[config.mk]
export PLATFORM = sky130hd
export DESIGN_NAME = manchester_tx
export DESIGN_NICKNAME = d
export VERILOG_FILES = /design/src/rtl/manchester_tx.sv
export SDC_FILE = /design/constraint.sdc
export NUM_CORES = 1
export LEC_CHECK = 0
export CAP_MARGIN = 30
export CORE_MARGIN = 3
export CORE_UTILIZATION = 51
export CTS_CLUSTER_SIZE = 25
export DETAILED_ROUTE_END_ITERATION = 8
export GPL_TIMING_DRIVEN = 0
export PLACE_DENSITY_LB_ADDON = 0.1
export REMOVE_ABC_BUFFERS = 1
export SETUP_SLACK_MARGIN = 0.05
export SYNTH_ARGS = -nofsm -noshare
export SYNTH_HDL_FRONTEND = slang
export SYNTH_SLANG_ARGS = --single-unit
[constraint.sdc]
create_clock -name aclk -period 2.5 [get_ports aclk]
set_input_delay 0.625 -clock aclk [delete_from_list [all_inputs] [get_ports aclk]]
set_output_delay 0.625 -clock aclk [all_outputs]
set_load 0.005 [all_outputs]
[src/rtl/manchester_tx.sv]
// manchester_tx -- framed Manchester serializer fed by an AXI-Stream payload port.
// Frame on the line: preamble (1,0,1,0,...), 8-bit SFD, payload words MSB first,
// optional CRC-8, then a silent inter-frame gap.
// Bit 1 is sent as half-bits 0 then 1, bit 0 as half-bits 1 then 0.
// Optional feature: define MANCHESTER_TX_CRC_EN to append a CRC-8
// (poly 0x07, init 0x00, over payload bits in transmit order) after the payload.
module manchester_tx #(
    parameter int         DATA_WIDTH      = 8,
    parameter int         HALF_BIT_CYCLES = 1,
    parameter int         PREAMBLE_BITS   = 32,
    parameter logic [7:0] SFD             = 8'hD5,
    parameter int         IFG_BITS        = 12
) (
    input  logic                  aclk,
    input  logic                  aresetn,
    input  logic [DATA_WIDTH-1:0] s_axis_tdata,
    input  logic                  s_axis_tvalid,
    output logic                  s_axis_tready,
    input  logic                  s_axis_tlast,
    output logic                  serial_out,
    output logic                  serial_oe,
    output logic                  busy,
    output logic                  underrun
);

    // Terminal counts. Every counter is 8 bits wide, which covers the largest
    // legal value of each parameter (255), so no field can wrap a counter.
    localparam logic [7:0] HB_LAST   = 8'(HALF_BIT_CYCLES - 1);
    localparam logic [7:0] PRE_LAST  = 8'(PREAMBLE_BITS - 1);
    localparam logic [7:0] DATA_LAST = 8'(DATA_WIDTH - 1);
    localparam logic [7:0] IFG_LAST  = 8'(IFG_BITS - 1);
    localparam logic [7:0] BYTE_LAST = 8'd7;
    localparam logic [7:0] SFD_BITS  = SFD;

    typedef enum logic [2:0] {
        ST_IDLE     = 3'd0,
        ST_PREAMBLE = 3'd1,
        ST_SFD      = 3'd2,
        ST_DATA     = 3'd3,
`ifdef MANCHESTER_TX_CRC_EN
        ST_CRC      = 3'd4,
`endif
        ST_GAP      = 3'd5
    } state_t;

    // ------------------------------------------------------------------
    // State and datapath registers
    // ------------------------------------------------------------------
    state_t                state_q, state_d;
    logic [7:0]            cyc_q, cyc_d;       // cycle inside the current half-bit
    logic                  half_q, half_d;     // 0 = first half, 1 = second half
    logic [7:0]            bit_q, bit_d;       // bit index inside the current field
    logic [DATA_WIDTH-1:0] shift_q, shift_d;   // payload word, MSB is the bit on the line
    logic                  last_q, last_d;     // word in shift_q carried tlast
`ifdef MANCHESTER_TX_CRC_EN
    logic [7:0]            crc_q, crc_d;       // running CRC, then shifted out MSB first
    logic                  crc_fb;
`endif
    logic                  serial_q, serial_d;
    logic                  oe_q, oe_d;
    logic                  underrun_q, underrun_d;

    // ------------------------------------------------------------------
    // Timing decodes derived from the counters
    // ------------------------------------------------------------------
    logic half_end;     // last cycle of a half-bit
    logic bit_end;      // last cycle of a bit
    logic field_last;   // current bit is the last bit of the field
    logic field_end;    // last cycle of the field
    logic tready_int;
    logic accept;       // handshake this cycle
    logic abort;        // payload ran dry mid-frame
    logic line_bit;     // bit value that the next cycle puts on the line
    logic active_d;     // next cycle drives the line

    assign half_end = (cyc_q == HB_LAST);
    assign bit_end  = half_end & half_q;

    // Length of the field currently being sent
    always_comb begin
        field_last = 1'b0;
        case (state_q)
            ST_PREAMBLE: field_last = (bit_q == PRE_LAST);
            ST_SFD:      field_last = (bit_q == BYTE_LAST);
            ST_DATA:     field_last = (bit_q == DATA_LAST);
`ifdef MANCHESTER_TX_CRC_EN
            ST_CRC:      field_last = (bit_q == BYTE_LAST);
`endif
            ST_GAP:      field_last = (bit_q == IFG_LAST);
            default:     field_last = 1'b0;
        endcase
    end

    assign field_end = bit_end & field_last;

    // A word is requested on the final cycle of the SFD and on the final cycle
    // of every payload word that is not the end of the frame. The word that
    // launched the frame therefore waits on the port until the SFD is done.
    assign tready_int = field_end &
                        ((state_q == ST_SFD) | ((state_q == ST_DATA) & ~last_q));
    assign accept     = tready_int & s_axis_tvalid;
    assign abort      = tready_int & ~s_axis_tvalid;

    // ------------------------------------------------------------------
    // FSM: state register
    // ------------------------------------------------------------------
    // Holds the frame phase; reset truncates any frame straight to IDLE.
    always_ff @(posedge aclk or negedge aresetn) begin
        if (!aresetn) begin
            state_q <= ST_IDLE;
        end else begin
            state_q <= state_d;
        end
    end

    // ------------------------------------------------------------------
    // FSM: next-state logic
    // ------------------------------------------------------------------
    // Phase sequencing; every transition out of a field happens on field_end.
    always_comb begin
        state_d = state_q;
        case (state_q)
            ST_IDLE: begin
                if (s_axis_tvalid) begin
                    state_d = ST_PREAMBLE;
                end
            end
            ST_PREAMBLE: begin
                if (field_end) begin
                    state_d = ST_SFD;
                end
            end
            ST_SFD: begin
                if (field_end) begin
                    state_d = s_axis_tvalid ? ST_DATA : ST_GAP;
                end
            end
            ST_DATA: begin
                if (field_end) begin
                    if (last_q) begin
`ifdef MANCHESTER_TX_CRC_EN
                        state_d = ST_CRC;
`else
                        state_d = ST_GAP;
`endif
                    end else begin
                        // Back-to-back word, or abort when the source is empty.
                        state_d = s_axis_tvalid ? ST_DATA : ST_GAP;
                    end
                end
            end
`ifdef MANCHESTER_TX_CRC_EN
            ST_CRC: begin
                if (field_end) begin
                    state_d = ST_GAP;
                end
            end
`endif
            ST_GAP: begin
                if (field_end) begin
                    state_d = ST_IDLE;
                end
            end
            default: state_d = ST_IDLE;
        endcase
    end

    // ------------------------------------------------------------------
    // Half-bit / bit counters
    // ------------------------------------------------------------------
    // Counters run in every non-idle state and return to zero at each field end,
    // so every field begins at cycle 0, first half, bit 0.
    always_comb begin
        cyc_d  = cyc_q;
        half_d = half_q;
        bit_d  = bit_q;
        if (state_q == ST_IDLE) begin
            cyc_d  = 8'd0;
            half_d = 1'b0;
            bit_d  = 8'd0;
        end else if (half_end) begin
            cyc_d  = 8'd0;
            half_d = ~half_q;
            if (half_q) begin
                bit_d = field_last ? 8'd0 : bit_q + 8'd1;
            end
        end else begin
            cyc_d = cyc_q + 8'd1;
        end
    end

    // Counter registers
    always_ff @(posedge aclk or negedge aresetn) begin
        if (!aresetn) begin
            cyc_q  <= 8'd0;
            half_q <= 1'b0;
            bit_q  <= 8'd0;
        end else begin
            cyc_q  <= cyc_d;
            half_q <= half_d;
            bit_q  <= bit_d;
        end
    end

    // ------------------------------------------------------------------
    // Payload shift register
    // ------------------------------------------------------------------
    // Loads on a handshake, otherwise shifts left once per payload bit.
    always_comb begin
        shift_d = shift_q;
        last_d  = last_q;
        if (accept) begin
            shift_d = s_axis_tdata;
            last_d  = s_axis_tlast;
        end else if ((state_q == ST_DATA) && bit_end) begin
            shift_d = shift_q << 1;
        end
    end

    // Shift register and tlast flag
    always_ff @(posedge aclk or negedge aresetn) begin
        if (!aresetn) begin
            shift_q <= '0;
            last_q  <= 1'b0;
        end else begin
            shift_q <= shift_d;
            last_q  <= last_d;
        end
    end

`ifdef MANCHESTER_TX_CRC_EN
    // ------------------------------------------------------------------
    // CRC-8, polynomial x^8 + x^2 + x + 1
    // ------------------------------------------------------------------
    assign crc_fb = crc_q[7] ^ shift_q[DATA_WIDTH-1];

    // Cleared during the SFD, folds in each payload bit as it finishes on the
    // line, then doubles as the output shifter while the CRC field is sent.
    always_comb begin
        crc_d = crc_q;
        if (state_q == ST_SFD) begin
            crc_d = 8'h00;
        end else if ((state_q == ST_DATA) && bit_end) begin
            crc_d = {crc_q[6:0], 1'b0} ^ (crc_fb ? 8'h07 : 8'h00);
        end else if ((state_q == ST_CRC) && bit_end) begin
            crc_d = {crc_q[6:0], 1'b0};
        end
    end

    // CRC register
    always_ff @(posedge aclk or negedge aresetn) begin
        if (!aresetn) begin
            crc_q <= 8'h00;
        end else begin
            crc_q <= crc_d;
        end
    end
`endif

    // ------------------------------------------------------------------
    // FSM: output logic
    // ------------------------------------------------------------------
    // The line is registered, so its next value is decoded from the next-state
    // view (state_d and the _d counters); the first preamble half-bit then
    // appears in the cycle right after IDLE sees tvalid.
    always_comb begin
        line_bit = 1'b0;
        active_d = 1'b0;
        case (state_d)
            ST_PREAMBLE: begin
                line_bit = ~bit_d[0];
                active_d = 1'b1;
            end
            ST_SFD: begin
                line_bit = SFD_BITS[3'd7 - bit_d[2:0]];
                active_d = 1'b1;
            end
            ST_DATA: begin
                line_bit = shift_d[DATA_WIDTH-1];
                active_d = 1'b1;
            end
`ifdef MANCHESTER_TX_CRC_EN
            ST_CRC: begin
                line_bit = crc_d[7];
                active_d = 1'b1;
            end
`endif
            default: begin
                line_bit = 1'b0;
                active_d = 1'b0;
            end
        endcase
        serial_d   = active_d & (half_d ? line_bit : ~line_bit);
        oe_d       = active_d;
        underrun_d = abort;
    end

    // Registered line, driver enable and abort pulse
    always_ff @(posedge aclk or negedge aresetn) begin
        if (!aresetn) begin
            serial_q   <= 1'b0;
            oe_q       <= 1'b0;
            underrun_q <= 1'b0;
        end else begin
            serial_q   <= serial_d;
            oe_q       <= oe_d;
            underrun_q <= underrun_d;
        end
    end

    assign serial_out    = serial_q;
    assign serial_oe     = oe_q;
    assign underrun      = underrun_q;
    assign busy          = (state_q != ST_IDLE);
    assign s_axis_tready = tready_int;

endmodule

After elaboration in Yosys (flattened, before gate mapping)
Memories as Yosys holds them, arrays and structs flattened.
Cells that the tools add are included.
- register bits: 32
- memory bits (read-only): 8
- logic and storage cells: 72
- memories: 1
- memories (memory ; words ; bits a word ; read ports ; clocked after Yosys merged registers in ; write ports ; line ; source):
    (no name shown) ; 8 ; 1 ; 1 ; 0 ; 0 ; 275 ; line_bit = SFD_BITS[3'd7 - bit_d[2:0]];
- add/sub/neg operators: 3
- $lt $le $gt $ge: 1
- equality and inequality tests: 10
- muxes and demuxes: 23
- bitwise operators: 13
- reductions and logical operators: 10
- operators with widths (cell ; count):
    8-bit 2-to-1 mux ; 8
    3-bit 2-to-1 mux ; 7
    8-bit by 1-bit adder with 8-bit output (second input constant) ; 2
    3-bit one-hot mux with 5 select lines ; 1
    3-bit by 2-bit equality test with 1-bit output (second input constant) ; 4
    8-bit by 3-bit equality test with 1-bit output (second input constant) ; 1
    8-bit by 4-bit equality test with 1-bit output (second input constant) ; 1
    8-bit by 5-bit equality test with 1-bit output (second input constant) ; 1
    8-bit logical NOT ; 1
    1-bit AND ; 7
    3-bit by 1-bit equality test with 1-bit output (second input constant) ; 2
    1-bit one-hot mux with 3 select lines ; 2
    2-bit nonzero test ; 3
    1-bit 2-to-1 mux ; 5
    1-bit inverter ; 5
    3-bit by 4-bit less-than comparator with 1-bit output (second input constant) ; 1
    3-bit equality test (second input constant) ; 1
    3-bit logical NOT ; 1
    3-bit nonzero test ; 1
    3-bit OR reduction ; 1
    3-bit subtractor (first input constant) ; 1
    2-bit AND reduction ; 1
    2-bit OR reduction ; 1
    1-bit logical AND ; 1
    1-bit bitwise OR ; 1

Depth between registers and ports, before layout
Gate-level depths: netlist (run 1).
- word-level depth: 14
- gate-level depth with buffers: 12
- gate-level depth less buffers: 12

Worst setup path before layout (run 1)
Ideal clock, no wire load.
- kind: register to register
- start point: reg cyc_q[0]
- end point: reg serial_q (netlist: serial_out)
- setup time: 0.069 ns
- arrival time: 2.637 ns
- required time: 2.431 ns
- path slack: -0.206 ns
- stages on the path, launching flop included: 12
- path buffers: 0
- period minus slack after synthesis: 2.706 ns
- cells stage by stage: dfrtp_1 -> inv_1 -> ha_1 -> nor3b_1 -> and2_1 -> ha_1 -> nand3_1 -> mux2_2 -> mux2_2 -> nor2b_1 -> or4_1 -> nand3_1
- cells in the longest elaborated chain, start to end: 10
- elaborated cells on any way between the ends: 30
- classes of those cells: add/sub (1); eq/ne (3); mux (15); bitwise (7); reduce/logical (3); memory (1)
- RTL lines (item ; line ; source):
    start, declared ; 50 ; logic [7:0] cyc_q, cyc_d;
    start signal, assigned ; 199 ; cyc_q <= cyc_d;
    8-bit logical NOT (*) ; 76 ; assign half_end = (cyc_q == HB_LAST);
    1-bit AND (*) ; 77 ; assign bit_end = half_end & half_q;
    1-bit AND ; 94 ; assign field_end = bit_end & field_last;
    1-bit AND ; 99 ; assign tready_int = field_end &
    1-bit AND ; 101 ; assign accept = tready_int & s_axis_tvalid;
    8-bit 2-to-1 mux (*) ; 212 ; if (accept) begin
    via shift_d[7] ; 53 ; logic [DATA_WIDTH-1:0] shift_q, shift_d;
    1-bit one-hot mux with 3 select lines (*) ; 269 ; case (state_d)
    1-bit inverter ; 293 ; serial_d = active_d & (half_d ? line_bit : ~line_bit);
    1-bit 2-to-1 mux (*) ; 293 ;
    1-bit AND (*) ; 293 ;
    via serial_d ; 59 ; logic serial_q, serial_d;
    end signal, assigned ; 305 ; serial_q <= serial_d;
    end, declared ; 59 ;
The timed path passes the listed nets; every way through them passes the cells marked *. The select of a mux whose other input is x is not followed.
A chain may end at the register's enable or synchronous reset.

Final worst setup path (run 1)
- start point: reg state_q[1]
- end point: out s_axis_tready
- cells in the longest elaborated chain, start to end: 5
- elaborated cells on any way between the ends: 10
- classes of those cells: eq/ne (4); mux (1); bitwise (4); reduce/logical (1)
- RTL lines (item ; line ; source):
    start, declared ; 49 ; state_t state_q, state_d;
    start signal, assigned ; 112 ; state_q <= state_d;
    3-bit by 2-bit equality test with 1-bit output ; 82, 100 ;
    2-bit OR reduction (no source line) ; -- ;
    1-bit one-hot mux with 3 select lines ; 82 ; case (state_q)
    1-bit AND ; 94 ;
    1-bit AND (*) ; 99 ;
    end, declared ; 18 ; output logic s_axis_tready,
Every way passes the cells marked *; elsewhere a longest branch is shown, timed or not.

==> flow_summary_export.csv, run 1 <==
group,metric,value,unit
status,outcome,"finished, violations left",
status,violations,"negative setup slack",
die,floorplan.initialDensity,55.7,%
drt,via_count,1547,
die,fp.dieArea,0.00424,mm²
clock_tree,clock_tree.root_cell,"sky130_fd_sc_hd__clkbuf_4",
clock_tree,post_cts_hold_buffer_count,0,
clock_tree,insertion_delay,0.34,ns
timing,setup_violations,2,
clock_tree,cts.clk_slew.worst_paths,0.10,ns
final_layout,finish.cell_count_without_fillers,272,
synthesis,yosysWarningCount,0,
drt,detail_route.wirelength.met1,1.69,mm
final_layout,num-fill-cells,255,
power_and_ir_drop,power-per-cell-area,693,mW/mm²
power_and_ir_drop,comb_power_share,38.0,%
critical_path,worst-r2r-setup-slack,-0.12,ns
min_path,min-delay-path-class,"in -> async",
placement,dpl_worst_slack,-0.690,ns
timing,grt_setup_unrepaired,"true",
synthesis,share_of_flip_flops_with_an_asynchronous_set_or_reset_after_synthesis,100,%
critical_path,critPathCapture,"s_axis_tready",
clock_tree,clock_sink_count,32,
drt,dr_wl_met2,1.95,mm
critical_path,worst-endpoint-arrival,2.10,ns
placement,globalplace.congestion,0.899,
final_layout,multi_input_area,0.00103,mm²
timing,timing_worst_slew_pin_value,0.704,ns
power_and_ir_drop,ir_worst_vdd,455,µV
final_layout,area.growth.synth_to_final,28.5,%
synthesis,synth-edff-count,0,
synthesis,synth.distinct_cells,46,
critical_path,worst-path-max-fanout,10,
final_layout,fraction_of_final_layout_cells_sized_beyond_drive_strength_1,25.0,%
critical_path,r2r-end,"serial_out",
global_route,grt_remaining_overflow,0,
drt,drt-total-wl,3.98,mm
drt,drt_pass1_iterations,4,
clock_tree,tritoncts,"done",
timing,postLayoutSetupSlackWorst,-0.228,ns
timing,relSlewSlack,53.1,%
drt,drt_drc_violations_left,0,
final_layout,finish.net_count,244,
timing,finalHoldViolCount,0,
global_route,number_of_antenna_violations_at_the_first_check_in_global_routing,0,
timing,hold_slack,0.322,ns
synthesis,synth-main-ff-cell,"sky130_fd_sc_hd__dfrtp_1",
drt,wl_met3,269,µm
flow_run,max-cap-violations,0,
clock_tree,inserted_clock_buffers,5,
global_route,grt_pass1_vias,1543,
critical_path,timing.critical_path.to_type,"output port",
timing,final_min_period_over_clock_period,109,%
drt,routedWlPerCell,14.6,µm
placement,dp_hpwl,2.43,mm
critical_path,beginning_of_the_worst_register_to_register_path,"state_q[1]",
synthesis,yosys-top-cells-count,"sky130_fd_sc_hd__dfrtp_1 (32), sky130_fd_sc_hd__nor2_1 (23), sky130_fd_sc_hd__nand3_1 (12)",
synthesis,yosysMostFrequentCell,"sky130_fd_sc_hd__dfrtp_1",
synthesis,ys_seq_elements,32,
clock_tree,number_of_buffers_on_the_longest_clock_path,2,
global_route,global_route_wire_length_before_repair,6.84,mm
die,die_h,65.1,µm
power_and_ir_drop,cellInternalPower,1020,µW
power_and_ir_drop,power_frac_clock,17.3,%
final_layout,n_antenna_cell,0,
clock_tree,cts-htree-levels,2,
synthesis,synth_area_leaders,"sky130_fd_sc_hd__dfrtp_1 (45%), sky130_fd_sc_hd__nor2_1 (4.8%), sky130_fd_sc_hd__mux2i_1 (3.9%), sky130_fd_sc_hd__xor2_1 (3.4%), sky130_fd_sc_hd__nand3_1 (3.4%)",
synthesis,syn_inst,189,
synthesis,synth-seq-area-share,44.9,%
critical_path,crit_start,"state_q[1]",
timing,final_count_of_pins_violating_max_slew,0,
power_and_ir_drop,share_seq_of_total_power,44.7,%
power_and_ir_drop,design_power_total,1590,µW
global_route,grt_start_max_net_pins,33,
timing,layout_min_cycle_time,2.73,ns
drt,vias_per_cell,5.69,
synthesis,mapped_area,0.00178,mm²
drt,drtAntennaViolNets,0,
timing,timing.fmax,367,MHz
final_layout,seq_area,806,µm²
die,placement_rows,20,
drt,dr.first_iter.drc_count,73,
synthesis,synthDominantAreaCellType,"sky130_fd_sc_hd__dfrtp_1",
critical_path,reg2regPathDepth,7,
critical_path,criticalPathCategory,"reg -> out",
power_and_ir_drop,power_leakage,0.00105,µW
placement,io_buffers,16,
global_route,grt_usage,21.0,%
die,die_w,65.1,µm
power_and_ir_drop,power_switching_share,35.5,%
synthesis,synth_largest_type_area_fraction,44.9,%
synthesis,syn-mean-instance-area,9.43,µm²
die,boundaryPins,17,
power_and_ir_drop,p_sw,563,µW
placement,numPlacedInstances,244,
critical_path,cp_data_required_time,1.88,ns
critical_path,crit_path_start_kind,"register",
die,core_area,0.00320,mm²
timing,final_clock_skew,0.0127,ns
drt,maxUsedRoutingLayer,"met4",
kinds of logic (layout without fill, tap and decap cells):
group	Yosys count	count (layout)	share of synthesized area [%]
mux	10	10	5.82
compound gates	35	35	13.6
xor+xnor	9	9	4.42
simple gates	83	83	24.8
buf+inv	16	55	3.58
flops	32	32	44.9
fa+ha+maj	4	4	2.81
sequential cells by signal (all words and copies together) (netlist names):
register	count
shift_q	8
state_q	3
last_q	1
bit_q	8
cyc_q	8
underrun	1
serial_out	1
half_q	1
serial_oe	1
timing repair:
item	CTS	global route
gates cloned	0	0
buffers inserted	19	2
setup endpoints to repair	4	3
pin swaps	6	0
resized for setup	26	4
power groups by stage:
stage / Sequential (µW) / Clock [µW] / Combinational [µW]
after global placement: 704 / 0 / 476
after global routing: 723 / 314 / 672
after detailed placement: 710 / 0 / 490
final: 709 / 274 / 603
after floorplan: 689 / 0 / 354
after CTS: 704 / 282 / 578
per-layer routing:
layer  up-vias  global-route usage, %
li1        749                      -
met1       731                   25.4
met2        57                   35.8
met3        10                   6.50
met4         0                   6.48
met5         -                      0
worst min path at each step:
stage                    start    endpoint  slack, ns  cells past startpoint
floorplan              aresetn    bit_q[0]       0.33                      0
global placement    shift_q[0]  shift_q[0]       0.49                      2
detailed placement  shift_q[0]  shift_q[0]       0.50                      2
CTS                    aresetn    underrun       0.35                      1
global route           aresetn    bit_q[0]       0.37                      1
finish                 aresetn    underrun       0.32                      1
critical path, stage by stage, from the launching register on:
cell,delay [ns]
sky130_fd_sc_hd__dfrtp_2,0.49
sky130_fd_sc_hd__or4b_4,0.54
sky130_fd_sc_hd__a211oi_4,0.28
sky130_fd_sc_hd__o21a_2,0.19
sky130_fd_sc_hd__and3_4,0.19
sky130_fd_sc_hd__buf_6,0.09
per-stage QoR:
step	util, %	area (µm²)	TNS [ns]
after floorplan	-	1760	-0.207
after global placement	61.7	1980	-1.43
after detailed placement	61.5	1970	-1.51
after CTS	70.6	2260	-0.252
after global routing	71.5	2290	-0.551
final	71.5	2290	-0.347
cell type report:
type                       instances  share of cell area, %
inverter                          11                   1.80
sequential                        32                   35.2
clock buffer                       6                   1.80
multi-input combinational        141                   44.9
timing repair buffer              37                   13.7
tap                               44                   2.40
clock inverter                     1                  0.218
layout by cell type, fill, tap and decap left out, types with 4 or more instances in the layout:
cell type                         instances
sky130_fd_sc_hd__mux2i_1                  7
sky130_fd_sc_hd__clkbuf_4                 5
sky130_fd_sc_hd__nand2b_1                 4
sky130_fd_sc_hd__buf_4                   21
sky130_fd_sc_hd__clkdlybuf4s50_1         14
sky130_fd_sc_hd__and3_1                   6
sky130_fd_sc_hd__nand3_1                 11
sky130_fd_sc_hd__nand2_1                 11
sky130_fd_sc_hd__xor2_1                   7
sky130_fd_sc_hd__inv_1                    9
sky130_fd_sc_hd__dfrtp_1                 28
sky130_fd_sc_hd__a21oi_1                 10
sky130_fd_sc_hd__dfrtp_2                  4
sky130_fd_sc_hd__o21ai_0                  9
sky130_fd_sc_hd__nor2_1                  23
Note: power is estimated with default switching activity, not from simulation.
==> run 2, diff against run 1 <==
--- a/config.mk
+++ b/config.mk
@@ -8,6 +8,7 @@
 export CAP_MARGIN = 30
 export CORE_MARGIN = 3
 export CORE_UTILIZATION = 51
+export CTS_CLUSTER_DIAMETER = 30
 export CTS_CLUSTER_SIZE = 25
 export DETAILED_ROUTE_END_ITERATION = 8
 export GPL_TIMING_DRIVEN = 0
==> results of run 2 <==
Same layout as run 1: the final DEF is identical, and so are final timing and power.
